## src/rtl/pip_pkg.sv

```systemverilog
// rtl/pip_pkg.sv - shared constants and helpers for the elastic pipeline
// Purpose: default payload width/depth and a constant-foldable ceil(log2) used
//          to size the occupancy counter.
// Ports:   none (package)
package pip_pkg;

    localparam int PIP_DEF_WIDTH = 8;
    localparam int PIP_DEF_DEPTH = 2;

    // ceil(log2(value)); value <= 1 yields 0.
    function automatic int pip_clog2(input int value);
        int result;
        int v;
        result = 0;
        v      = value - 1;
        while (v > 0) begin
            result = result + 1;
            v      = v >> 1;
        end
        return result;
    endfunction

endpackage

```

## src/rtl/pip_elastic_pipe_if.sv

```systemverilog
// rtl/pip_elastic_pipe_if.sv - upstream/downstream handshake bundle of the elastic pipe
// Purpose: groups the valid/ready/data signals of both pipe ends.
// Ports:   master drives in_valid/in_data/out_ready (producer + consumer side),
//          slave is the pipe itself and drives in_ready/out_valid/out_data.
interface pip_elastic_pipe_if
    import pip_pkg::*;
#(
    parameter int WIDTH = PIP_DEF_WIDTH
);

    logic             in_valid;
    logic [WIDTH-1:0] in_data;
    logic             in_ready;
    logic             out_valid;
    logic [WIDTH-1:0] out_data;
    logic             out_ready;

    modport master (
        output in_valid,
        output in_data,
        output out_ready,
        input  in_ready,
        input  out_valid,
        input  out_data
    );

    modport slave (
        input  in_valid,
        input  in_data,
        input  out_ready,
        output in_ready,
        output out_valid,
        output out_data
    );

endinterface

```

## src/rtl/pip_skid_slice.sv

```systemverilog
// rtl/pip_skid_slice.sv - one full-throughput skid slice (main + skid register)
// Purpose: registered valid/ready stage; up_ready depends only on local state so
//          backpressure travels back one slice per cycle.
// Ports:   clk, srst (sync, active-high), flush (sync kill),
//          up_valid/up_data/up_ready (upstream side),
//          dn_valid/dn_data/dn_ready (downstream side, registered outputs).
module pip_skid_slice
    import pip_pkg::*;
#(
    parameter int WIDTH = PIP_DEF_WIDTH
) (
    input  logic             clk,
    input  logic             srst,
    input  logic             flush,
    input  logic             up_valid,
    input  logic [WIDTH-1:0] up_data,
    output logic             up_ready,
    output logic             dn_valid,
    output logic [WIDTH-1:0] dn_data,
    input  logic             dn_ready
);

    logic             m_v;
    logic [WIDTH-1:0] m_d;
    logic             s_v;
    logic [WIDTH-1:0] s_d;
    logic             up_xfer;
    logic             dn_xfer;

    assign up_ready = !s_v;
    assign dn_valid = m_v;
    assign dn_data  = m_d;
    assign up_xfer  = up_valid & !s_v;
    assign dn_xfer  = m_v & dn_ready;

    // Skid is only ever occupied while main is, so the head is always main.
    always_ff @(posedge clk) begin
        if (srst || flush) begin
            m_v <= 1'b0;
            m_d <= '0;
            s_v <= 1'b0;
            s_d <= '0;
        end else if (dn_xfer) begin
            if (s_v) begin
                m_d <= s_d;
                s_v <= 1'b0;
            end else if (up_xfer) begin
                m_d <= up_data;
            end else begin
                m_v <= 1'b0;
            end
        end else if (up_xfer) begin
            if (m_v) begin
                s_d <= up_data;
                s_v <= 1'b1;
            end else begin
                m_d <= up_data;
                m_v <= 1'b1;
            end
        end
    end

endmodule

```

## src/rtl/pip_elastic_pipe.sv

```systemverilog
// rtl/pip_elastic_pipe.sv - DEPTH-slice elastic pipeline with flush and occupancy
// Purpose: chain of skid slices (latency DEPTH, capacity 2*DEPTH, 1 word/cycle).
// Ports:   clk, srst (sync, active-high), flush (sync kill of in-flight words),
//          pipe (slave handshake bundle: in_* upstream, out_* downstream),
//          occupancy (registered count of held entries, 0..2*DEPTH).
module pip_elastic_pipe
    import pip_pkg::*;
#(
    parameter  int WIDTH = PIP_DEF_WIDTH,
    parameter  int DEPTH = PIP_DEF_DEPTH,
    localparam int CNT_W = pip_clog2(2*DEPTH+1)
) (
    input  logic                clk,
    input  logic                srst,
    input  logic                flush,
    pip_elastic_pipe_if.slave   pipe,
    output logic [CNT_W-1:0]    occupancy
);

    // link k is the upstream side of slice k; link DEPTH is the pipe output.
    logic             link_valid [DEPTH+1];
    logic [WIDTH-1:0] link_data  [DEPTH+1];
    logic             link_ready [DEPTH+1];
    logic             in_xfer;
    logic             out_xfer;

    assign link_valid[0]     = pipe.in_valid;
    assign link_data[0]      = pipe.in_data;
    assign link_ready[DEPTH] = pipe.out_ready;

    for (genvar k = 0; k < DEPTH; k++) begin : g_slice
        pip_skid_slice #(.WIDTH(WIDTH)) u_slice (
            .clk      (clk),
            .srst     (srst),
            .flush    (flush),
            .up_valid (link_valid[k]),
            .up_data  (link_data[k]),
            .up_ready (link_ready[k]),
            .dn_valid (link_valid[k+1]),
            .dn_data  (link_data[k+1]),
            .dn_ready (link_ready[k+1])
        );
    end

    // Flush is the only combinational term on in_ready: nothing is accepted
    // in the cycle whose contents are about to be discarded.
    assign pipe.in_ready  = link_ready[0] & !flush;
    assign pipe.out_valid = link_valid[DEPTH];
    assign pipe.out_data  = link_data[DEPTH];

    assign in_xfer  = pipe.in_valid & pipe.in_ready;
    assign out_xfer = pipe.out_valid & pipe.out_ready;

    always_ff @(posedge clk) begin
        if (srst || flush) begin
            occupancy <= '0;
        end else if (in_xfer && !out_xfer) begin
            occupancy <= occupancy + CNT_W'(1);
        end else if (!in_xfer && out_xfer) begin
            occupancy <= occupancy - CNT_W'(1);
        end
    end

endmodule

```

## src/flat_wrapper.sv

```systemverilog
// flat-port wrapper written by rule: the top's interface ports become plain ports
module pip_elastic_pipe_flat import pip_pkg::*;
#(
    parameter  int WIDTH = PIP_DEF_WIDTH,
    parameter  int DEPTH = PIP_DEF_DEPTH,
    localparam int CNT_W = pip_clog2(2*DEPTH+1)
)
  (clk, srst, flush, occupancy, pipe_in_valid, pipe_in_data, pipe_out_ready, pipe_in_ready, pipe_out_valid, pipe_out_data);
  pip_elastic_pipe_if #(.WIDTH(WIDTH)) pipe_i ();
  input  logic clk;
  input  logic srst;
  input  logic flush;
  output logic [CNT_W-1:0] occupancy;
  input wire logic [$bits(pipe_i.in_valid)-1:0] pipe_in_valid;
  input wire logic [$bits(pipe_i.in_data)-1:0] pipe_in_data;
  input wire logic [$bits(pipe_i.out_ready)-1:0] pipe_out_ready;
  output wire logic [$bits(pipe_i.in_ready)-1:0] pipe_in_ready;
  output wire logic [$bits(pipe_i.out_valid)-1:0] pipe_out_valid;
  output wire logic [$bits(pipe_i.out_data)-1:0] pipe_out_data;
  assign pipe_i.in_valid = pipe_in_valid;
  assign pipe_i.in_data = pipe_in_data;
  assign pipe_i.out_ready = pipe_out_ready;
  assign pipe_in_ready = pipe_i.in_ready;
  assign pipe_out_valid = pipe_i.out_valid;
  assign pipe_out_data = pipe_i.out_data;
  pip_elastic_pipe #(.WIDTH(WIDTH), .DEPTH(DEPTH)) u_core (.clk(clk), .srst(srst), .flush(flush), .pipe(pipe_i), .occupancy(occupancy));
endmodule
```

## config.mk

```make
export PLATFORM = sky130hd
export DESIGN_NAME = pip_elastic_pipe_flat
export DESIGN_NICKNAME = d
export VERILOG_FILES = /design/src/rtl/pip_pkg.sv /design/src/rtl/pip_elastic_pipe_if.sv /design/src/rtl/pip_skid_slice.sv /design/src/rtl/pip_elastic_pipe.sv /design/src/flat_wrapper.sv
export SDC_FILE = /design/constraint.sdc
export NUM_CORES = 1
export LEC_CHECK = 0
export ABC_CLOCK_PERIOD_IN_PS = 3400
export BUFFER_PORTS_ARGS = -buffer_cell sky130_fd_sc_hd__buf_2
export CAP_MARGIN = 20
export CORE_ASPECT_RATIO = 1.2
export CORE_UTILIZATION = 30
export DETAILED_ROUTE_END_ITERATION = 10
export GPL_ROUTABILITY_DRIVEN = 0
export PLACE_DENSITY = 0.5
export REMOVE_ABC_BUFFERS = 1
export SLEW_MARGIN = 20
export SYNTH_ARGS = -nofsm -noshare
export SYNTH_HDL_FRONTEND = slang
export SYNTH_SLANG_ARGS = --single-unit
```

## constraint.sdc

```tcl
create_clock -name clk -period 3.4 [get_ports clk]
set_input_delay 0.68 -clock clk [delete_from_list [all_inputs] [get_ports clk]]
set_output_delay 0.68 -clock clk [all_outputs]
set_load 0.03 [all_outputs]
```

After elaboration in Yosys (flattened, before gate mapping):

Cells that the tools add are included.

* reductions and logical operators: 23
* equality and inequality tests: 6
* mux-type cells: 20
* add/subtract/negate cells: 2
* bitwise gates (word level): 7

Operators by type and width (number)
* 8-bit 2-to-1 mux: 10
* 3-bit AND reduction: 6
* 2-bit nonzero test: 5
* 1-bit 2-to-1 mux: 8
* 2-bit != test (second input constant): 4
* 3-bit 2-to-1 mux: 2
* 1-bit bitwise AND: 5
* 1-bit logical NOT: 5
* 2-bit by 1-bit != test with 1-bit output (second input constant): 2
* 2-bit AND reduction: 2
* 2-bit OR reduction: 2
* 3-bit by 1-bit adder with 3-bit output (second input constant): 1
* 3-bit by 1-bit subtractor with 3-bit output (second input constant): 1
* 1-bit logical AND: 2
* 1-bit inverter: 2
* 1-bit logical OR: 1

* bits of input ports: 13
* output and inout port bits: 13
* register bits after elaboration: 39
* logic and storage cells: 67

Depth between registers and ports, before layout:

Gate-level depths: netlist (run 1).

* depth in word-level cells: 7
* mapped depth: 9
* gate-level depth less buffers: 8

Modules after synthesis:

From an unflattened synthesis (run 1), not the netlist that was laid out.

* cells, all modules: 229
* area total of the unflattened synthesis: 2128.3 sq um

Modules (own cells, without submodules)
* pip_skid_slice: cells each 106, instances 2, sequential area each 360.3 sq um, area an instance 979.7 sq um
* pip_elastic_pipe: cells each 17, instances 1, sequential area each 60.1 sq um, area an instance 168.9 sq um

Least setup slack after synthesis (run 1):

OpenSTA, ideal clock, no wires.

* kind: input -> register
* start point: input pipe_in_valid
* end point: register u_core.occupancy[2]
* stages: 9
* arrival time: 2279 ps
* buffers on the path: 1
* setup time: 70 ps
* required time: 3330 ps
* slack: 1051 ps
* path through: clkbuf_1 nand2b_1 nor2_1 ha_1 inv_1 fa_1 xor2_1 or3_1 a21oi_1

* word-level cells in the longest chain between the ends: 4
* elaborated cells between the ends (all ways): 6
* classes of those cells: mux: 1; bitwise: 1; reduce/logical: 4

Ends and longest elaborated chain
* start, declared: line flat_wrapper.sv:14 `input wire logic [$bits(pipe_i.in_valid)-1:0] pipe_in_valid;`
* 1-bit bitwise AND (*): line pip_elastic_pipe.sv:51 `assign in_xfer = pipe.in_valid & pipe.in_ready;`
* 1-bit logical NOT: line pip_elastic_pipe.sv:59 `end else if (!in_xfer && out_xfer) begin`
* 1-bit logical AND: line pip_elastic_pipe.sv:59
* 2-bit nonzero test (no source line)
* end signal, assigned: line pip_elastic_pipe.sv:58 `occupancy <= occupancy + CNT_W'(1);`
* end signal, assigned: line pip_elastic_pipe.sv:60 `occupancy <= occupancy - CNT_W'(1);`
* end, declared: line pip_elastic_pipe.sv:17 `output logic [CNT_W-1:0] occupancy`

Every way passes the cells marked *; elsewhere a longest branch is shown, timed or not.
A chain may end at the register's enable or synchronous reset.

Worst setup path after layout (run 1):

Ends and elaborated chain as after synthesis.

==> results of run 1 <==
cell families (layout without fill, tap and decap cells):
family	Yosys count	in the layout	synth area share
buf+inv	27	44	0.07246
fa+ha+maj	4	4	0.03031
simple gates	75	75	0.1924
flops	39	39	0.4111
mux	9	9	0.04743
xor+xnor	2	2	0.009224
compound gates	57	57	0.2372
worst max-delay path, delay by kind of cell:
kind                     cells  cell delay [ns]
AND/OR/NAND/NOR              3             0.51
buffers and inverters        2             0.26
AO/OA/AOI/OAI                1             0.14
adder cells (fa/ha/maj)      2             0.56
XOR/XNOR                     1             0.15
routing by layer:
metal	routed length, um	global-route usage
met1	1885	0.1672
met2	1598	0.1867
met3	108	0.03382
met4	72	0.05660
met5	0	0
synthesized netlist by cell type (2+ instances only):
cell type and number:
sky130_fd_sc_hd__buf_6 3, sky130_fd_sc_hd__buf_1 2, sky130_fd_sc_hd__nand2_1 37, sky130_fd_sc_hd__buf_4 2, sky130_fd_sc_hd__o21ai_0 3, sky130_fd_sc_hd__nand2b_1 3
sky130_fd_sc_hd__dfxtp_1 39, sky130_fd_sc_hd__ha_1 3, sky130_fd_sc_hd__o211ai_1 7, sky130_fd_sc_hd__inv_1 8, sky130_fd_sc_hd__nor2_1 17, sky130_fd_sc_hd__a21oi_1 29
sky130_fd_sc_hd__xor2_1 2, sky130_fd_sc_hd__buf_2 5, sky130_fd_sc_hd__o221a_2 7, sky130_fd_sc_hd__clkbuf_1 7, sky130_fd_sc_hd__or2_2 2, sky130_fd_sc_hd__nand4b_1 9
sky130_fd_sc_hd__mux2i_1 9, sky130_fd_sc_hd__a311oi_2 7
stage by stage:
step | setup WS (ns) | instances
2_1_floorplan | 0.9582 | 194
3_3_place_gp | 1.064 | 304
3_5_place_dp | 1.022 | 304
4_1_cts | 1.331 | 312
5_1_grt | 1.190 | 312
6_report | 1.334 | 312
sequential cells by signal, indices dropped and copies added (netlist names):
| name | cells |
|---|---|
| u_core.g_slice.u_slice.s_v | 2 |
| u_core.g_slice.u_slice.s_d | 16 |
| u_core.g_slice.u_slice.dn_data | 16 |
| u_core.g_slice.u_slice.dn_valid | 2 |
| u_core.occupancy | 3 |
worst max-delay path by stage:
stage / startpoint / endpoint / depth (start not counted)
2_1_floorplan: u_core.g_slice[0].u_slice.dn_valid / u_core.g_slice[1].u_slice.s_d[0] / 3
3_3_place_gp: pipe_in_valid / u_core.occupancy[2] / 9
3_5_place_dp: pipe_in_valid / u_core.occupancy[2] / 9
4_1_cts: pipe_in_valid / u_core.occupancy[2] / 9
5_1_grt: u_core.g_slice[1].u_slice.s_v / u_core.g_slice[0].u_slice.dn_data[4] / 5
6_report: pipe_in_valid / u_core.occupancy[2] / 9
report_power, final:
part           switching (uW)  leakage (uW)  total (uW)  internal, uW
logic                    55.6      0.000400        89.6          34.0
registers                6.78      0.000315         471           465
clock network             165     0.0000612         402           238
total                     227      0.000777         963           736
layout make-up:
type,instances,area [um2]
fillers,662,3924
multi-input cells,147,987.2
flip-flops and latches,39,780.7
repair buffers,28,147.6
well taps,82,102.6
clock buffers,6,82.58
clock inverters,2,35.03
inverters,8,30.03
==> impl_summary.log, run 1 <==
INFO  metric run_status = finished clean
INFO  metric path_clk_slew = 0.08 ns
INFO  metric fp-row-count = 31
INFO  metric worst_hold_path_type = register to register
INFO  metric postSynthCellCount = 213
INFO  metric synth_edf_count = 0
INFO  metric antenna_found_initial = 0
INFO  metric fmaxAchievable = 0.4840 GHz
INFO  metric htree_num_levels = 2
INFO  metric hpwl = 2652 um
INFO  metric vdd_ir_drop_max = 0.0002252 V
INFO  metric min_period = 2.066 ns
INFO  metric drt_iter0_markers = 59
INFO  metric initial_core_util = 0.3119
INFO  metric r2r-start = u_core.g_slice[0].u_slice.s_v
INFO  metric design.final.nets = 246
INFO  metric dieHeight = 89.16 um
INFO  metric critical-path-max-stage-delay = 0.37 ns
INFO  metric clock_tree.buffer_depth = 2
INFO  metric die_x = 74.64 um
INFO  metric dr_total_vias = 1433
INFO  metric routed_wire_length_per_instance = 11.75 um
INFO  metric fin_worst_skew = 0.004875 ns
INFO  metric timing_max_transition_violations_final = 0
INFO  metric critical-path-slowest-cell = sky130_fd_sc_hd__fa_1
INFO  metric layout_common_cells = 39 x sky130_fd_sc_hd__dfxtp_1, 37 x sky130_fd_sc_hd__nand2_1, 29 x sky130_fd_sc_hd__a21oi_1
INFO  metric grt_first_pass_wirelength = 6313 um
INFO  metric tritoncts = yes
INFO  metric fin_worst_hold_slack = 0.4569 ns
INFO  metric report.final.setup_viol = 0
INFO  metric setup_tns = 0 ns
INFO  metric gr-usage-all-layers = 0.1250
INFO  metric worst_hold_startpoint = u_core.g_slice[0].u_slice.s_d[0]
INFO  metric worstSetupPathType = input port to register
INFO  metric core_area = 6090 um2
INFO  metric postCtsSetupRepairBufs = 0
INFO  metric design.portCount = 26
INFO  metric holdBufCountCts = 0
INFO  metric power.density = 444.7 nW/um2
INFO  metric n_antenna_cell = 0
INFO  metric p_leak = 0.0007769 uW
INFO  metric tightest_slew = 0.6770 ns
INFO  metric synth_area = 1899 um2
INFO  metric pin_count_of_the_biggest_net_entering_global_routing = 29
INFO  metric worstSkewPairLatency = 0.29 ns
INFO  metric die_area = 6654 um2
INFO  metric rsz0062_at_grt = no
INFO  metric timing.max_slew.rel_slack = 0.5487
INFO  metric yosys.area.top_type_share = 0.4111
INFO  metric critical_path_required = 3.62 ns
INFO  metric critical_path.cell_chain = buf_2 > nand2b_1 > nor2_1 > ha_1 > inv_1 > fa_1 > xor2_1 > or3_1 > a21oi_1
INFO  metric worst-r2r-cell-count = 9
INFO  metric most_common_flop_cell_mapped_by_yosys = sky130_fd_sc_hd__dfxtp_1
INFO  metric numCtsBuffers = 5
INFO  metric whs_path_depth = 2
INFO  metric endpoint_kind = register
INFO  metric synthToLayoutAreaGrowth = 14.03%
INFO  metric mostFrequentLayoutCell = sky130_fd_sc_hd__dfxtp_1
INFO  metric synth_top_cell_by_area = sky130_fd_sc_hd__dfxtp_1
INFO  metric post-route-util = 0.3557
INFO  metric startpoint_type = input port
INFO  metric hold_viol_final = 0
INFO  metric synth.area.top_cells = sky130_fd_sc_hd__dfxtp_1 41%, sky130_fd_sc_hd__a21oi_1 7.6%, sky130_fd_sc_hd__nand2_1 7.3%
INFO  metric timing.hold.worst_endpoint = u_core.g_slice[0].u_slice.s_d[0]
INFO  metric r2r_end = u_core.occupancy[2]
INFO  metric worst_path_arrival = 2.29 ns
INFO  metric grt-ovfl-total = 0
INFO  metric drc = 0
INFO  metric drt_wl_total = 3665 um
INFO  metric port-buffer-count = 25
INFO  metric detail_route.vias_per_cell = 4.593
INFO  metric first_pass_iters = 4
INFO  metric postRouteAntennaNets = 0
INFO  metric seq_area_frac_synth = 0.4111
INFO  metric cts.sinks = 39
INFO  metric cap_violations = 0
INFO  metric synth-warning-count = 0
INFO  metric synth_cell_types = 32
INFO  metric top_fanout_value_on_the_critical_path = 12
INFO  metric ys_seq_elements = 39
INFO  metric ctsRootBufferMaster = sky130_fd_sc_hd__clkbuf_8
INFO  metric async_reset_ff_frac = 0
INFO  metric cts-resized-gates = 0
INFO  metric final_design_area_no_fill = 2166 um2
INFO  metric final.period_utilization = 0.6077
INFO  metric power = 963.2 uW
INFO  metric placed_inst_area = 2048 um2
INFO  metric setup.reg_to_reg.worst_slack = 1.36 ns
INFO  metric grt_pass1_vias = 1264
INFO  metric syn-mean-instance-area = 8.917 um2
INFO  metric drive_gt1_frac = 0.2435
Note: power is estimated with default switching activity, not from simulation.
==> inputs of run 2 (changes only) <==
- ABC_CLOCK_PERIOD_IN_PS: 3400 -> 2100
- clock period: 3.4 -> 2.1 ns (I/O delays scaled with it)
==> run 2 against run 1 <==
Compared with the run above:
- sequential cell count unchanged
- die area is the same
- utilization rose by 0.37 points
- sequential share of layout area fell by 0.37 points
- clock power increased by 61%
- critical path depth down 1
- count of clock-buffer cells in the layout stayed put
- first-iteration DRC count decreased by 10%
- global-route usage up 0.50 points
- sequential power is 62% higher
- clock skew up 0.0056 ns
- hold slack worse by 0.079 ns
==> impl_summary.log, run 2 (synthesized netlist as in run 1, its figures left out) <==
INFO  metric design.final.nets = 249 (+1.2%)
INFO  metric synthToLayoutAreaGrowth = 15.22%
INFO  metric postRouteAntennaNets = 0 (unchanged)
INFO  metric final_design_area_no_fill = 2188 um2 (+1.0%)
INFO  metric die_x = 74.64 um (unchanged)
INFO  metric timing.hold.worst_endpoint = u_core.g_slice[0].u_slice.s_d[6]
INFO  metric routed_wire_length_per_instance = 11.71 um (-0.33%)
INFO  metric path_clk_slew = 0.08 ns (about the same)
INFO  metric worst_path_arrival = 2.04 ns (-0.25 ns)
INFO  metric layout_common_cells = 39 x sky130_fd_sc_hd__dfxtp_1, 37 x sky130_fd_sc_hd__nand2_1, 29 x sky130_fd_sc_hd__a21oi_1
INFO  metric whs_path_depth = 3 (+1)
INFO  metric tightest_slew = 0.6749 ns (-0.002102 ns)
INFO  metric startpoint_type = register
INFO  metric final.period_utilization = 0.8667
INFO  metric grt_pass1_vias = 1430 (+13%)
INFO  metric postCtsSetupRepairBufs = 0 (unchanged)
INFO  metric first_pass_iters = 4 (unchanged)
INFO  metric cts-resized-gates = 0 (unchanged)
INFO  metric dieHeight = 89.16 um (unchanged)
INFO  metric clock_tree.buffer_depth = 2 (unchanged)
INFO  metric port-buffer-count = 25 (unchanged)
INFO  metric post-route-util = 0.3594 (+0.003698)
INFO  metric run_status = finished clean
INFO  metric gr-usage-all-layers = 0.1300 (+0.004986)
INFO  metric die_area = 6654 um2 (unchanged)
INFO  metric drive_gt1_frac = 0.2532 (+0.009741)
INFO  metric nFillCells = 661 (-0.15%)
INFO  metric cts.sinks = 39 (unchanged)
INFO  metric fmaxAchievable = 0.5494 GHz
INFO  metric antenna_found_initial = 0 (unchanged)
INFO  metric pin_count_of_the_biggest_net_entering_global_routing = 29 (unchanged)
INFO  metric worst_hold_path_type = input port to register
INFO  metric setup.reg_to_reg.worst_slack = 0.28 ns (-1.08 ns)
INFO  metric drt_iter0_markers = 53 (-10%)
INFO  metric numCtsBuffers = 5 (unchanged)
INFO  metric grt-ovfl-total = 0 (unchanged)
INFO  metric initial_core_util = 0.3119 (unchanged)
INFO  metric drc = 0 (unchanged)
INFO  metric ctsRootBufferMaster = sky130_fd_sc_hd__clkbuf_8
INFO  metric drt_wl_total = 3688 um (+0.63%)
INFO  metric dr_total_vias = 1455 (+1.5%)
INFO  metric critical_path_required = 2.32 ns (-1.30 ns)
INFO  metric placed_inst_area = 2071 um2 (+1.1%)
INFO  metric hpwl = 2731 um (+3.0%)
INFO  metric worst-r2r-cell-count = 8 (-1)
INFO  metric top_fanout_value_on_the_critical_path = 2 (-10)
INFO  metric cap_violations = 0 (unchanged)
INFO  metric worstSetupPathType = register to register
INFO  metric p_leak = 0.0007923 uW (+2.0%)
INFO  metric detail_route.vias_per_cell = 4.619 (+0.57%)
INFO  metric critical-path-max-stage-delay = 0.37 ns (about the same)
INFO  metric mostFrequentLayoutCell = sky130_fd_sc_hd__dfxtp_1
INFO  metric timing_max_transition_violations_final = 0 (unchanged)
INFO  metric n_antenna_cell = 0 (unchanged)
INFO  metric timing.max_slew.rel_slack = 0.5501 (+0.001401)
INFO  metric tritoncts = yes
INFO  metric worst_hold_startpoint = pipe_in_data[6]
INFO  metric design.portCount = 26 (unchanged)
INFO  metric setup_tns = 0 ns (unchanged)
INFO  metric htree_num_levels = 2 (unchanged)
INFO  metric critical_path.cell_chain = nand2b_1 > nor2_1 > ha_1 > inv_1 > fa_1 > xor2_1 > or3_1 > a21oi_1
INFO  metric grt_first_pass_wirelength = 6603 um (+4.6%)
INFO  metric core_area = 6090 um2 (unchanged)
INFO  metric critical-path-slowest-cell = sky130_fd_sc_hd__fa_1
INFO  metric power.density = 712.1 nW/um2 (+60%)
INFO  metric rsz0062_at_grt = no
INFO  metric r2r_end = u_core.occupancy[2]
INFO  metric power = 1558 uW (+62%)
INFO  metric holdBufCountCts = 0 (unchanged)
INFO  metric min_period = 1.820 ns
INFO  metric endpoint_kind = register
INFO  metric fin_worst_skew = 0.01047 ns (+0.005598 ns)
INFO  metric report.final.setup_viol = 0 (unchanged)
INFO  metric worstSkewPairLatency = 0.29 ns (about the same)
INFO  metric hold_viol_final = 0 (unchanged)
INFO  metric r2r-start = u_core.g_slice[0].u_slice.s_v
INFO  metric fp-row-count = 31 (unchanged)
INFO  metric vdd_ir_drop_max = 0.0003316 V (+47%)
-- run 2: stage by stage --
stage	worst slack (ns)	hold WS [ns]	std cells
CTS	0.2615	0.3647	315
detailed placement	0.1218	0.4496	307
finish	0.2799	0.3780	315
floorplan	-0.3418	0.4363	194
global placement	0.1467	0.4455	307
global route	0.1417	0.3627	315
-- run 2: per-layer routing --
layer / vias to the layer above / wire length [um] / track usage
li1: 792 / - / -
met2: 22 / 1738 / 0.2179
met4: 0 / 73 / 0.05660
met3: 6 / 124 / 0.03269
met5: - / 0 / 0
met1: 635 / 1752 / 0.1564
-- run 2: worst max path at each step --
stage                                       start                                to  depth (start not counted)
4_1_cts             u_core.g_slice[0].u_slice.s_v               u_core.occupancy[2]                          8
6_report            u_core.g_slice[0].u_slice.s_v               u_core.occupancy[2]                          8
5_1_grt             u_core.g_slice[0].u_slice.s_v               u_core.occupancy[2]                          8
2_1_floorplan  u_core.g_slice[0].u_slice.dn_valid  u_core.g_slice[1].u_slice.s_d[0]                          3
3_3_place_gp                        pipe_in_valid               u_core.occupancy[2]                          9
3_5_place_dp                        pipe_in_valid               u_core.occupancy[2]                          9
-- run 2: critical path: cells and delay by family, from the launching register on --
family | cells | cell delay, ns
and+or+nand+nor | 3 | 0.55
adders and majority gates | 2 | 0.55
DFF | 1 | 0.31
xor gates and xnor gates | 1 | 0.15
AOI/OAI and AO/OA | 1 | 0.13
buffers and inverters | 1 | 0.06
-- run 2: report_power, final --
| part | leakage, uW | switching [uW] | internal (uW) |
|---|---|---|---|
| combinational | 0.000416 | 89.7 | 57.7 |
| clock | 0.0000612 | 263 | 385 |
| sequential | 0.000315 | 11.2 | 752 |
| total | 0.000792 | 364 | 1190 |
-- run 2: final cells by class --
cell class / count / area [um2] / share of cell area
flip-flops and latches: 39 / 780.7 / 0.3568
repair buffers: 31 / 170.2 / 0.07776
inverters: 8 / 30.03 / 0.01372
clock buffers: 6 / 82.58 / 0.03774
multi-input cells: 147 / 987.2 / 0.4511
clock inverters: 2 / 35.03 / 0.01601
well taps: 82 / 102.6 / 0.04688
